===== config.mk =====
export PLATFORM = sky130hd
export DESIGN_NAME = clk_period_meter
export DESIGN_NICKNAME = d
export VERILOG_FILES = /design/src/rtl/clk_period_meter.sv
export SDC_FILE = /design/constraint.sdc
export NUM_CORES = 1
export LEC_CHECK = 0
export ABC_AREA = 1
export BUFFER_PORTS_ARGS = -buffer_cell sky130_fd_sc_hd__buf_4
export CORE_ASPECT_RATIO = 1.75
export CORE_UTILIZATION = 25
export CTS_CLUSTER_DIAMETER = 80
export CTS_CLUSTER_SIZE = 16
export DETAILED_ROUTE_END_ITERATION = 7
export PLACE_DENSITY = 0.47
export RECOVER_POWER = 25
export SYNTH_ARGS = -nofsm -noshare
export SYNTH_HDL_FRONTEND = slang
export SYNTH_SLANG_ARGS = --single-unit

===== constraint.sdc =====
create_clock -name clk_in -period 2.8 [get_ports clk_in]
set_input_delay 0.28 -clock clk_in [delete_from_list [all_inputs] [get_ports clk_in]]
set_output_delay 0.28 -clock clk_in [all_outputs]
set_load 0.02 [all_outputs]

===== src/rtl/clk_period_meter.sv =====
// clk_period_meter: measures the period and high time of a slow, asynchronous signal in
// clk_in cycles, flags lock after a run of equal periods and flags a sticky stall timeout.
module clk_period_meter #(
   parameter int unsigned max_period = 1024,
   parameter int unsigned lock_count = 4,
   localparam int unsigned W = $clog2(max_period + 1)
) (
   input  logic         clk_in,
   input  logic         reset,
   input  logic         sig_in,
   input  logic         enable,
   output logic [W-1:0] period_out,
   output logic [W-1:0] high_out,
   output logic         meas_valid,
   output logic         locked,
   output logic         timeout
);

   localparam int unsigned   MW       = $clog2(lock_count);
   localparam logic [W-1:0]  MaxCnt   = W'(max_period);
   localparam logic [W-1:0]  OneCnt   = W'(1);
   localparam logic [MW-1:0] MatchMax = MW'(lock_count - 1);

   typedef enum logic [1:0] {StIdle, StArm, StMeasure} state_t;

   state_t        r_state, w_state_d;
   logic          r_s1, r_s2, r_s3;
   logic          w_rise, w_fall;
   logic [W-1:0]  r_cnt, w_cnt_d;
   logic [W-1:0]  r_high_cap, w_high_cap_d;
   logic [W-1:0]  r_period, w_period_d;
   logic [W-1:0]  r_high, w_high_d;
   logic [MW-1:0] r_match, w_match_d;
   logic          r_valid, w_valid_d;
   logic          r_locked, w_locked_d;
   logic          r_timeout, w_timeout_d;
   logic          r_first, w_first_d;

   assign w_rise = r_s2 & ~r_s3;
   assign w_fall = ~r_s2 & r_s3;

   // Two-flop synchronizer plus history flop for edge detection.
   always_ff @(posedge clk_in or negedge reset) begin
      if (!reset) begin
         r_s1 <= 1'b0;
         r_s2 <= 1'b0;
         r_s3 <= 1'b0;
      end else begin
         r_s1 <= sig_in;
         r_s2 <= r_s1;
         r_s3 <= r_s2;
      end
   end

   // State, counter and output registers.
   always_ff @(posedge clk_in or negedge reset) begin
      if (!reset) begin
         r_state    <= StIdle;
         r_cnt      <= '0;
         r_high_cap <= '0;
         r_period   <= '0;
         r_high     <= '0;
         r_match    <= '0;
         r_valid    <= 1'b0;
         r_locked   <= 1'b0;
         r_timeout  <= 1'b0;
         r_first    <= 1'b0;
      end else begin
         r_state    <= w_state_d;
         r_cnt      <= w_cnt_d;
         r_high_cap <= w_high_cap_d;
         r_period   <= w_period_d;
         r_high     <= w_high_d;
         r_match    <= w_match_d;
         r_valid    <= w_valid_d;
         r_locked   <= w_locked_d;
         r_timeout  <= w_timeout_d;
         r_first    <= w_first_d;
      end
   end

   // Next-state logic: arming, measurement capture, lock tracking and stall timeout.
   always_comb begin
      w_state_d    = r_state;
      w_cnt_d      = r_cnt;
      w_high_cap_d = r_high_cap;
      w_period_d   = r_period;
      w_high_d     = r_high;
      w_match_d    = r_match;
      w_valid_d    = 1'b0;
      w_locked_d   = r_locked;
      w_timeout_d  = r_timeout;
      w_first_d    = r_first;

      if (!enable) begin
         // Disabling discards any measurement in progress; reported values are held.
         w_state_d   = StIdle;
         w_cnt_d     = '0;
         w_match_d   = '0;
         w_locked_d  = 1'b0;
         w_timeout_d = 1'b0;
      end else begin
         unique case (r_state)
            StIdle: begin
               w_state_d   = StArm;
               w_cnt_d     = '0;
               w_match_d   = '0;
               w_locked_d  = 1'b0;
               w_timeout_d = 1'b0;
            end
            StArm: begin
               // First edge has no predecessor, so it only starts the count.
               if (w_rise) begin
                  w_cnt_d   = OneCnt;
                  w_first_d = 1'b1;
                  w_state_d = StMeasure;
               end
            end
            StMeasure: begin
               if (w_rise) begin
                  // A rise on the saturation cycle is still a valid max_period measurement.
                  w_period_d  = r_cnt;
                  w_high_d    = r_high_cap;
                  w_valid_d   = 1'b1;
                  w_timeout_d = 1'b0;
                  w_cnt_d     = OneCnt;
                  w_first_d   = 1'b0;
                  if (r_first) begin
                     w_match_d = '0;
                  end else if (r_cnt == r_period) begin
                     if (r_match != MatchMax) w_match_d = r_match + 1'b1;
                     if (w_match_d == MatchMax) w_locked_d = 1'b1;
                  end else begin
                     w_match_d  = '0;
                     w_locked_d = 1'b0;
                  end
               end else begin
                  if (w_fall) w_high_cap_d = r_cnt;
                  if (r_cnt == MaxCnt) begin
                     w_timeout_d = 1'b1;
                     w_locked_d  = 1'b0;
                     w_match_d   = '0;
                     w_state_d   = StArm;
                  end else begin
                     w_cnt_d = r_cnt + OneCnt;
                  end
               end
            end
            default: w_state_d = StIdle;
         endcase
      end
   end

   assign period_out = r_period;
   assign high_out   = r_high;
   assign meas_valid = r_valid;
   assign locked     = r_locked;
   assign timeout    = r_timeout;

endmodule


* Yosys cells after proc, flatten, opt, wreduce, memory -nomap -nowiden *
Index checks and enable logic that the tools add are counted.
Widths: inputs -> output; s select.

storage, ports and cells
  register bits after elaboration = 55
  bits of input ports = 4
  word-level logic and storage cells = 85

cells by class
  add/sub/neg operators = 2
  equal/unequal tests = 17
  muxes and demuxes = 39
  bitwise logic cells = 5
  reductions and logical operators = 9

operators with widths
  kind                   number
  $mux 11                4
  $pmux 11 s3            1
  $mux 2                 15
  $mux 1                 14
  $ne 4x4->1 const B     3
  $reduce_and 4->1       3
  $add 11x1->11 const B  1
  $eq 11x11->1           1
  $eq 11x11->1 const B   1
  $ne 3x3->1 const B     3
  $reduce_and 3->1       3
  $ne 2x2->1 const B     3
  $pmux 1 s2             3
  $pmux 2 s3             1
  $ne 5x5->1 const B     1
  $eq 2x2->1 const B     2
  $ne 4x1->1 const B     1
  $pmux 2 s2             1
  $ne 3x1->1 const B     1
  $not 1->1              3
  $add 2x1->2 const B    1
  $and 1x1->1            2
  $eq 2x1->1 const B     1
  $logic_not 2->1        1
  other kinds (2)        2

* Longest topological paths before layout *
Gate-level depths: netlist (run 1).

  depth in word-level cells = 14
  gate-level depth with buffers = 12
  depth with buffers taken out = 12

* Worst setup path before layout (run 1) *
OpenSTA, ideal clock, no wires.

  path kind = reg-to-reg
  start = reg r_state[0]
  end = reg r_cnt[10]
  library setup time = 0.071 ns
  arrival time = 1.488 ns
  data required time = 2.729 ns
  slack = 1.240 ns
  cell stages (with the launch flop) = 11
  path buffers = 0
  cells stage by stage = dfrtp_1 inv_1 ha_1 inv_1 nor3_4 nand2_2 nand2_4 inv_2 nand2_1 nand2_1 nor2_1

between the ends
  word-level cells in the longest chain between the ends = 3

ends and longest elaborated chain
  item                                                          line  source
  start: declaration                                            26    state_t r_state, w_state_d;
  start signal: assignment                                      58    r_state <= StIdle;
  start signal: assignment                                      69    r_state <= w_state_d;
  $eq 2x2->1 (tied with other cells)                            103   unique case (r_state)
  $ne 4x1->1 (no line) (tied with other cells)                  --
  $reduce_and 3->1 (no line) / $mux 11 (equally long branches)  --
  end signal: assignment                                        70    r_cnt <= w_cnt_d;
  end: declaration                                              29    logic [W-1:0] r_cnt, w_cnt_d;

Parallel ways exist; a longest one is shown, timed or not.
A chain may end at the register's enable or synchronous reset.

* Final worst setup path (run 1) *
  start = reg r_state[0]
  end = reg r_high_cap[0]

between the ends
  word-level cells in the longest chain between the ends = 2

ends and longest elaborated chain
  item                        line  source
  $eq 2x2->1                  103
  $reduce_and 4->1 (no line)  --
  end signal: assignment      71    r_high_cap <= w_high_cap_d;
  end: declaration            30    logic [W-1:0] r_high_cap, w_high_cap_d;

Every way passes these cells.

==> results by group, run 1 <==
Outcome
  • Status: completed

Placed design
  • Port buffer count: 28
  • Final Wtd Congestion: 0.9047
  • Placed insts: 495
  • HPWL Detailed: 4835 microns

Routing
  • Final WL: 6484 microns
  • Initial drt markers: 110
  • Via/cell ratio: 4.319
  • Drt drc: 0
  • Routed wire per std cell: 12.92 microns
  • Routed via count: around 2,200
  • Detailed Routing Iterations Pass 1: 4
  • Detail Route Antenna Nets: 0

Timing
  • Slew @ Worst Pin: 1.422 ns
  • Fin. Hold Viols: 0
  • Clk_skew: 0.005258 ns
  • RSZ-0062 raised after global routing: no
  • Min Clock Period, post-route: 1.971 ns
  • FMAX: 507.3 MHz
  • Post-Route Setup TNS: 0 ns
  • Final number of setup-violating endpoints: 0
  • Fin crit share: 70.41%
  • Max Slew Vio Count: 0
  • Max-Slew Margin vs Limit: 5.214%

Hold path
  • Hold Path End: r_s1
  • HP Class: in2reg
  • HP Start: sig_in
  • Hold path cells: 1

Cells and area
  • Final #Nets: just under 400
  • Antenna cells: 0
  • # fillers: 1,105
  • Fin cells: 502
  • Area growth syn-to-layout: 18.57%
  • Layout cells sized above 1: approximately 11%
  • Layout Utilization: 30.68%

Critical path
  • Worst Path Max Fanout: 22
  • Cell repeated most along the worst path: inv_1
  • Crit path largest cell delay: 0.43 ns
  • Crit start category: register
  • Crit Path Category: reg2reg
  • Critical R2R Launch: r_state[0]
  • Worst R2R Path Depth: 6
  • CP Capture Type: register
  • Critical R2R Capture: r_high_cap[0]
  • WP data arrival: 2.17 ns
  • WP data required: 3.00 ns
  • Flop2flop setup slack: 0.83 ns
  • Cell with the largest stage delay on the worst path: nand2_1
  • Critical-path cell list: inv_1 -> ha_1 -> inv_1 -> nor3_4 -> nand2_1 -> o21ai_0

Synth
  • Asr flop ratio synth: 100.0%
  • Dominant cells by area after synthesis: dfrtp_1 51%, nand2_1 18%, inv_1 6.2%
  • Number of synthesized register bits: between 50 and 60
  • Cell count after synthesis: roughly 350
  • Dominant cell type by area after synthesis: dfrtp_1
  • Yosys cell types: 21
  • Seq/Total Area, Yosys: roughly half
  • Most instantiated library cell after synthesis: nand2_1
  • Post-synth EDFFs: 0
  • Avg Cell Area, Syn: 7.727 sq um
  • Post-synth top cells: 126 x nand2_1, 55 x dfrtp_1, 44 x inv_1, 32 x nor2_1, 32 x o21ai_0
  • YS warnings: 0
  • Syn Nets: 357
  • Ys flop type: dfrtp_1
  • Cell Area, Synth: 2681 sq um
  • Yosys top cell area share: 51.33%

Floorplanning
  • Ports: 29
  • Core area: slightly above 10,000 sq um
  • Die width: 80.29 microns
  • Rows: 49
  • Die Y-Extent: 139 microns
  • Full die area: 11,160 sq um
  • Initial Util: 25.88%

Global routing
  • Initial antenna violation count: 0
  • Met1 GRT Util: a little over an eighth
  • Met3 GRT Util: 1.711%
  • First-pass GRT wire length: 10,570 microns
  • Busiest grt layer: met2
  • Met2 Use GR: 22.99%
  • Pin count of the biggest net entering global routing: 56
  • Grt total ovfl: 0
  • GRT Overall Usage: 12.64%
  • Vias in the first global route: 2,066

CTS
  • Clock root cell: clkbuf_16
  • Clock slew at reported path FFs: 0.07 ns
  • H-Tree Depth: 2
  • Clk buf depth: 2
  • Clock buffer count from CTS: 5
  • Postcts setup bufs: 0
  • Post-CTS Hold Buffers: 0
  • Cts repair resizes: 0
  • Worst-Skew Late Latency: roughly 0.29 ns
  • Clk sinks: 55
  • TritonCTS clock tree: yes

Power and ir drop
  • Power Density: 608.1 nW/um^2
  • Total chip power: 1.933 mW
  • Leakage power: 1.675 nW
  • Peak VDD IR: 0.0002687 V

Flow run
  • Total of max-cap violations: 0
## cells in the final DEF, fill, tap and decap left out, drive strengths merged
cell type,Yosys,layout
buf,5,27
nand3b,1,1
dfrtp,55,55
nor3,3,3
o31ai,1,1
clkinvlp,0,1
o21ai,32,32
bufinv,0,1
xor2,3,3
nor2,32,32
xnor2,4,4
inv,46,46
nand2,129,129
nand4,3,3
a21oi,10,10
nand3,14,14
clkbuf,3,7
ha,6,6
## worst max-delay path: cells and delay by family, from the launching register on
family | cells | cell delay (ns)
AO/OA/AOI/OAI | 1 | 0.31
adder cells (fa/ha/maj) | 1 | 0.28
buffers and inverters | 2 | 0.20
flip-flops | 1 | 0.41
AND/OR/NAND/NOR | 2 | 0.68
## flip-flops by register name, indices dropped and copies added (netlist names)
register    count
r_s1            1
r_s2            1
period_out     11
r_s3            1
r_state         2
meas_valid      1
r_cnt          11
timeout         1
r_match         2
r_high_cap     11
high_out       11
r_first         1
locked          1
## kinds of logic after synthesis
kind of cell	synth area share, %
DFF	51.33
adders and majority gates	2.800
buffers and inverters	7.886
and+or+nand+nor	27.58
xor gates and xnor gates	2.287
AOI/OAI and AO/OA	8.120
## per-layer routing
layer / up-vias / part of all wire [%]
li1: 1119 / -
met1: 996 / 40
met2: 42 / 54
met3: 11 / 2.5
met4: 0 / 3.6
met5: - / 0
## worst max-delay path by stage
stage / endpoint / startpoint / slack (ns)
final: r_high_cap[0] / r_state[0] / 0.83
after global routing: r_high_cap[4] / r_state[0] / 0.63
after CTS: r_high_cap[0] / r_state[0] / 0.78
after detailed placement: r_high_cap[0] / r_state[0] / 0.81
after global placement: r_high_cap[0] / r_state[0] / 0.83
after floorplan: r_cnt[10] / r_state[0] / 1.24
## metrics by stage
| stage | hold WS (ns) | area (sq um) | setup WS, ns |
|---|---|---|---|
| 6_report | 0.1124 | 3179 | 0.8286 |
| 5_1_grt | 0.1120 | 3179 | 0.6285 |
| 4_1_cts | 0.08009 | 3182 | 0.7788 |
| 3_5_place_dp | 0.3356 | 3019 | 0.8063 |
| 3_3_place_gp | 0.3351 | 3019 | 0.8293 |
| 2_1_floorplan | -0.01559 | 2681 | 1.240 |
## power breakdown
part	switching, mW	leakage [nW]	internal [mW]	total (mW)
logic	0.247	0.844	0.121	0.368
clock network	0.275	0.0759	0.417	0.692
registers	0.0377	0.755	0.836	0.874
## layout make-up
cell class	instances	area (sq um)	area share, %
repair buffers	29	215.2	6.769
clock inverters	2	37.54	1.181
well taps	127	158.9	4.998
inverters	46	172.7	5.431
clock buffers	5	125.1	3.935
flip-flops and latches	55	1376	43.29
multi-input cells	238	1094	34.40
Note: power is estimated with default switching activity, not from simulation.
==> inputs of run 2 (changes only) <==
ABC_AREA = 0   (was 1)
PLACE_DENSITY = 0.48   (was 0.47)
clock period = 1.6 ns   (was 2.8 ns; I/O delays follow)
==> results by group, run 2 <==
Timing
  • Final number of setup-violating endpoints: 42 (+42)
  • Hold Slack: 0.2292 ns (+0.1167 ns)
  • Fin. Hold Viols: 0 (unchanged)
  • Fin crit share: 110.1% (+40 points)
  • Min Clock Period, post-route: 1.762 ns (-0.2092 ns)
  • Clk_skew: 0.003896 ns (-0.001362 ns)
  • RSZ-0062 raised after global routing: yes
  • Max Slew Vio Count: 0 (unchanged)
  • Post-Route Setup TNS: -2.892 ns (-2.892 ns)
  • Setup ws final: -0.1622 ns (-0.9908 ns)
  • FMAX: 567.5 MHz (+12%)
  • Max-Slew Margin vs Limit: 62.04% (+57 points)
  • Slew @ Worst Pin: 0.5693 ns (-0.8525 ns)

Synth
  • YS warnings: 0 (unchanged)
  • Cell Area, Synth: 2591 sq um (-3.4%)
  • Avg Cell Area, Syn: 9.562 sq um (+24%)
  • Syn Nets: 281 (-21%)
  • Cell count after synthesis: 271 (-22%)
  • Yosys cell types: 45 (+110%)
  • Asr flop ratio synth: 100.0% (unchanged)
  • Ys flop type: dfrtp_1
  • Post-synth EDFFs: 0 (unchanged)
  • Most instantiated library cell after synthesis: nand2_1
  • Number of synthesized register bits: 55 (unchanged)
  • Dominant cells by area after synthesis: dfrtp_1 53%, nand2_1 11%, xor2_1 3.7%
  • Dominant cell type by area after synthesis: dfrtp_1
  • Yosys top cell area share: 53.11% (+1.8 points)
  • Seq/Total Area, Yosys: 53.11% (+1.8 points)
  • Post-synth top cells: 77 x nand2_1, 55 x dfrtp_1, 13 x nor2_1, 12 x o21ai_0, 11 x xor2_1

CTS
  • TritonCTS clock tree: yes
  • Clock slew at reported path FFs: 0.07 ns (about the same)
  • Clock root cell: clkbuf_16
  • H-Tree Depth: 2 (unchanged)
  • Clk sinks: 55 (unchanged)
  • Clk buf depth: 2 (unchanged)
  • Worst-Skew Late Latency: 0.29 ns (about the same)
  • Clock buffer count from CTS: 5 (unchanged)

Global routing
  • GRT Overall Usage: 14.21% (+1.6 points)
  • Vias in the first global route: 2,265 (+9.6%)
  • First-pass GRT wire length: 11,560 microns (+9.4%)
  • Pin count of the biggest net entering global routing: 37 (-34%)
  • Initial antenna violation count: 0 (unchanged)
  • Grt total ovfl: 0 (unchanged)

Placed design
  • HPWL Detailed: 4853 microns (+0.37%)
  • Final Wtd Congestion: 0.7922 (-12%)
  • Port buffer count: 28 (unchanged)
  • Post-DP Area: 3248 sq um (+7.6%)

Critical path
  • WP data arrival: 1.94 ns (-0.23 ns)
  • Worst R2R Path Depth: 8 (+2)
  • Critical R2R Launch: r_state[1]
  • Critical R2R Capture: r_high_cap[6]
  • Flop2flop setup slack: -0.16 ns (-0.99 ns)
  • Crit Path Category: reg2reg
  • CP startpoint: r_state[1]
  • Crit start category: register
  • Worst Path Max Fanout: 7 (-68%)
  • WP data required: 1.78 ns (-1.22 ns)
  • CP Capture Type: register
  • Crit path to: r_high_cap[6]

Power and ir drop
  • Power Density: 859.3 nW/um^2 (+41%)
  • Peak VDD IR: 0.0005501 V (+100%)
  • Leakage power: 1.961 nW (+17%)

Cells and area
  • Post-route cell area: 3815 sq um (+20%)
  • Area growth syn-to-layout: 47.22%
  • Final #Nets: 357 (-7.3%)
  • Antenna cells: 0 (unchanged)
  • Most common cell after layout, fill and taps aside: buf_4
  • Layout cells sized above 1: 46.55% (+35 points)
  • Most frequent cells in the layout: 67 x buf_4, 54 x dfrtp_1, 51 x nand2_1

Routing
  • Drt drc: 0 (unchanged)
  • Final WL: 7284 microns (+12%)
  • Via/cell ratio: 4.619 (+7.0%)
  • Initial drt markers: 120 (+9.1%)
  • Routed wire per std cell: 15.40 microns (+19%)
  • Detailed Routing Iterations Pass 1: 4 (unchanged)
  • Routed via count: 2,185 (+0.78%)
  • Detail Route Antenna Nets: 0 (unchanged)

Outcome
  • Failing checks: setup timing
  • Status: finished with violations

Floorplanning
  • Full die area: 10,790 sq um (-3.3%)
  • Initial Util: 25.99% (+0.11 points)
  • Die width: 78.96 microns (-1.7%)
  • Die Y-Extent: 136.7 microns (-1.7%)
  • Rows: 48 (-2.0%)
  • Core area: 9970 sq um (-3.8%)
  • Ports: 29 (unchanged)

Hold path
  • HP Class: in2reg

Flow run
  • Total of max-cap violations: 0 (unchanged)
-- run 2: final cells by class --
| class | instances | area [sq um] |
|---|---|---|
| Timing Repair Buffer | 85 | 740.7 |
| Inverter | 9 | 37.54 |
| Tap cell | 125 | 156.4 |
| Sequential cell | 55 | 1378 |
| Fill cell | 1015 | 6155 |
| Clock inverter | 2 | 12.51 |
| Multi-Input combinational cell | 191 | 1361 |
| Clock buffer | 6 | 128.9 |
-- run 2: worst max-delay path, stage by stage (launching register included) --
cell and delay, ns:
dfrtp_2 0.44, ha_4 0.17, buf_6 0.12, and2_4 0.14, buf_6 0.11, nand3b_1 0.08, buf_6 0.13, buf_12 0.14
mux2_4 0.30
-- run 2: kinds of logic after synthesis --
group           Yosys count  share of synthesized area, %
mux                       8                         3.476
compound gates           46                         11.69
buf+inv                  25                         4.201
fa+ha+maj                 6                         2.897
flops                    55                         53.11
simple gates            120                         20.91
xor+xnor                 11                         3.718
-- run 2: metrics by stage --
step,power [mW],util [%],cells,setup WS (ns)
5_1_grt,3.430,38.27,473,-0.2294
6_report,3.278,38.27,473,-0.1622
4_1_cts,3.211,36.21,468,-0.1824
3_5_place_dp,2.050,32.58,452,-0.2859
3_3_place_gp,2.043,32.58,452,-0.2523
2_1_floorplan,1.777,-,271,-0.2325
-- run 2: worst min-delay path by stage --
stage | cells after the start | from | slack (ns) | end
global placement | 1 | reset | 0.07 | high_out[9]
detailed placement | 1 | reset | 0.07 | high_out[9]
global route | 4 | enable | 0.27 | r_state[1]
floorplan | 0 | reset | -0.14 | high_out[0]
CTS | 4 | enable | 0.24 | r_state[1]
finish | 4 | enable | 0.23 | r_state[1]
-- run 2: report_power, final --
part / total [mW] / switching (mW) / internal [mW]
sequential: 1.47 / 0.0339 / 1.43
combinational: 0.732 / 0.388 / 0.344
clock: 1.08 / 0.501 / 0.580
total: 3.28 / 0.923 / 2.36
-- run 2: per-layer routing --
metal	global-route usage (%)	vias up	routed length, microns
li1	-	1056	-
met1	14.88	1079	2768
met2	26.77	35	4100
met3	1.800	15	139
met4	7.778	0	275
met5	0	-	0
-- run 2: repair_timing --
action	4_1_cts	5_1_grt
setup buffers	4	5
pin swaps	8	29
setup endpoints to repair	47	51
endpoints found under the hold margin	20	0
gates resized for setup	31	60
hold buffers	2	0
cloned	2	1
==> inputs of run 3 (changes only) <==
MAX_ROUTING_LAYER = met4   (was default)
PLACE_DENSITY = default   (was 0.48)
PLACE_DENSITY_LB_ADDON = 0.15   (was default)
SLEW_MARGIN = 0   (was default)
==> results by group, run 3 (synthesis gave the netlist of run 2 again) <==
Cells and area
  • Layout cells sized above 1: 41.85% (-4.7 points)
  • Most common cell after layout, fill and taps aside: buf_4
  • Antenna cells: 0 (unchanged)
  • Final #Nets: 366 (+2.5%)
  • Area growth syn-to-layout: 48.62%
  • Most frequent cells in the layout: 79 x buf_4, 71 x nand2_1, 55 x dfrtp_1
  • # fillers: 1,030 (+1.5%)

Global routing
  • GRT Overall Usage: 14.27% (+0.059 points)
  • First-pass GRT wire length: 11,270 microns (-2.5%)
  • Met2 Use GR: 27.83% (+1.1 points)
  • Grt total ovfl: 0 (unchanged)
  • Vias in the first global route: 2,252 (-0.57%)
  • Pin count of the biggest net entering global routing: 33 (-11%)
  • Initial antenna violation count: 0 (unchanged)
  • Met1 GRT Util: 13.95% (-0.93 points)
  • Busiest grt layer: met2
  • Met3 GRT Util: 1.867% (+0.067 points)

Placed design
  • HPWL Detailed: 4889 microns (+0.75%)
  • Port buffer count: 28 (unchanged)
  • Worst slack at placement: -0.3707 ns (-0.08477 ns)
  • Final Wtd Congestion: 0.7994 (+0.91%)

Timing
  • Min Clock Period, post-route: 1.777 ns (+0.01492 ns)
  • Final number of setup-violating endpoints: 27 (-36%)
  • FMAX: 562.7 MHz (-0.84%)
  • Setup ws final: -0.1771 ns (-0.01491 ns)
  • Fin. Hold Viols: 0 (unchanged)
  • Max-Slew Margin vs Limit: 53.42% (-8.6 points)
  • Fin crit share: 111.1% (+0.93 points)
  • Max Slew Vio Count: 0 (unchanged)
  • Slew @ Worst Pin: 0.6987 ns (+0.1293 ns)
  • Clk_skew: 0.003470 ns (-0.0004258 ns)
  • RSZ-0062 raised after global routing: yes

CTS
  • Clock buffer count from CTS: 5 (unchanged)
  • H-Tree Depth: 2 (unchanged)
  • TritonCTS clock tree: yes
  • Worst-Skew Late Latency: 0.29 ns (about the same)
  • Clock root cell: clkbuf_16
  • Clk sinks: 55 (unchanged)
  • Clock slew at reported path FFs: 0.07 ns (about the same)
  • Clk buf depth: 2 (unchanged)

Critical path
  • Crit Path Category: reg2reg
  • WP data arrival: 1.99 ns (+0.05 ns)
  • Worst Path Max Fanout: 4 (-3)
  • WP data required: 1.82 ns (+0.04 ns)
  • Crit start category: register
  • Worst R2R Path Depth: 6 (-2)
  • CP Capture Type: register

Power and ir drop
  • Power Density: 918.6 nW/um^2 (+6.9%)
  • Total chip power: 3.538 mW (+7.9%)
  • Peak VDD IR: 0.0005472 V (-0.52%)
  • Leakage power: 1.965 nW (+0.21%)

Routing
  • Routed via count: 2,196 (+0.50%)
  • Drt drc: 0 (unchanged)
  • Detailed Routing Iterations Pass 1: 4 (unchanged)
  • Routed wire per std cell: 15.06 microns (-2.2%)
  • Initial drt markers: 67 (-44%)
  • Detail Route Antenna Nets: 0 (unchanged)
  • Via/cell ratio: 4.565 (-1.2%)
  • Final WL: 7245 microns (-0.54%)

Floorplanning
  • Die width: 78.96 microns (unchanged)
  • Ports: 29 (unchanged)
  • Core area: 9970 sq um (unchanged)
  • Full die area: 10,790 sq um (unchanged)
  • Rows: 48 (unchanged)
  • Initial Util: 25.99% (unchanged)
  • Die Y-Extent: 136.7 microns (unchanged)

Outcome
  • Status: finished with violations
  • Failing checks: setup timing

Hold path
  • HP Class: in2reg
  • Hold path cells: 3 (-1)

Flow run
  • Total of max-cap violations: 0 (unchanged)
[run 3: worst max-delay path, stage by stage (launching register included)]
cell and delay (ns):
dfrtp_1 0.41, inv_2 0.09, ha_4 0.26, nand2_2 0.04
or3_4 0.40, or4_4 0.42, o211ai_2 0.08
[run 3: repair_timing]
| action | 4_1_cts | 5_1_grt |
|---|---|---|
| setup endpoints to repair | 46 | 49 |
| setup buffers | 17 | 4 |
| hold buffers | 2 | 0 |
| pin swaps | 5 | 7 |
| hold endpoints to repair | 24 | 0 |
| resized for setup | 35 | 35 |
| gates cloned | 2 | 1 |
[run 3: metrics by stage]
step	hold slack (ns)	instances	instance area [sq um]	util, %	TNS [ns]
final	0.2178	481	3851	38.63	-3.358
after global routing	0.2713	481	3851	38.63	-5.702
after CTS	0.1982	479	3687	36.99	-4.228
after detailed placement	0.1088	451	3228	32.38	-6.849
after global placement	0.1043	451	3228	32.38	-6.198
after floorplan	-0.1356	271	2623	-	-1.521
[run 3: final cells by class]
| class | instances | area [sq um] | share of cell area [%] |
|---|---|---|---|
| clock buffer | 5 | 125.1 | 3.249 |
| clock inverter | 2 | 37.54 | 0.9747 |
| inverter | 9 | 41.29 | 1.072 |
| multi-input combinational | 191 | 1316 | 34.18 |
| sequential | 55 | 1376 | 35.74 |
| tap | 125 | 156.4 | 4.061 |
| timing repair buffer | 94 | 798.3 | 20.73 |
[run 3: report_power, final]
group          switching [mW]  internal [mW]
clock                   0.501          0.730
combinational           0.406          0.429
sequential             0.0397           1.43
[run 3: worst paths after layout]
| kind | startpoint | to | slack [ns] |
|---|---|---|---|
| max | r_state[1] | r_cnt[4] | -0.18 |
| min | enable | r_first | 0.22 |
| max reg2reg | r_state[1] | r_cnt[4] | -0.18 |
| min reg2reg | r_s1 | r_s2 | 0.35 |
| max in group asynchronous | reset | high_out[3] | 0.55 |
| min in group asynchronous | reset | r_high_cap[9] | 0.44 |
[run 3: routing by layer]
layer / wire length (microns) / share of wire (%) / up-vias
met5: 0 / 0 / -
met4: 238 / 3.3 / 0
met3: 194 / 2.7 / 11
met2: 4041 / 56 / 37
met1: 2771 / 38 / 1068
li1: - / - / 1080
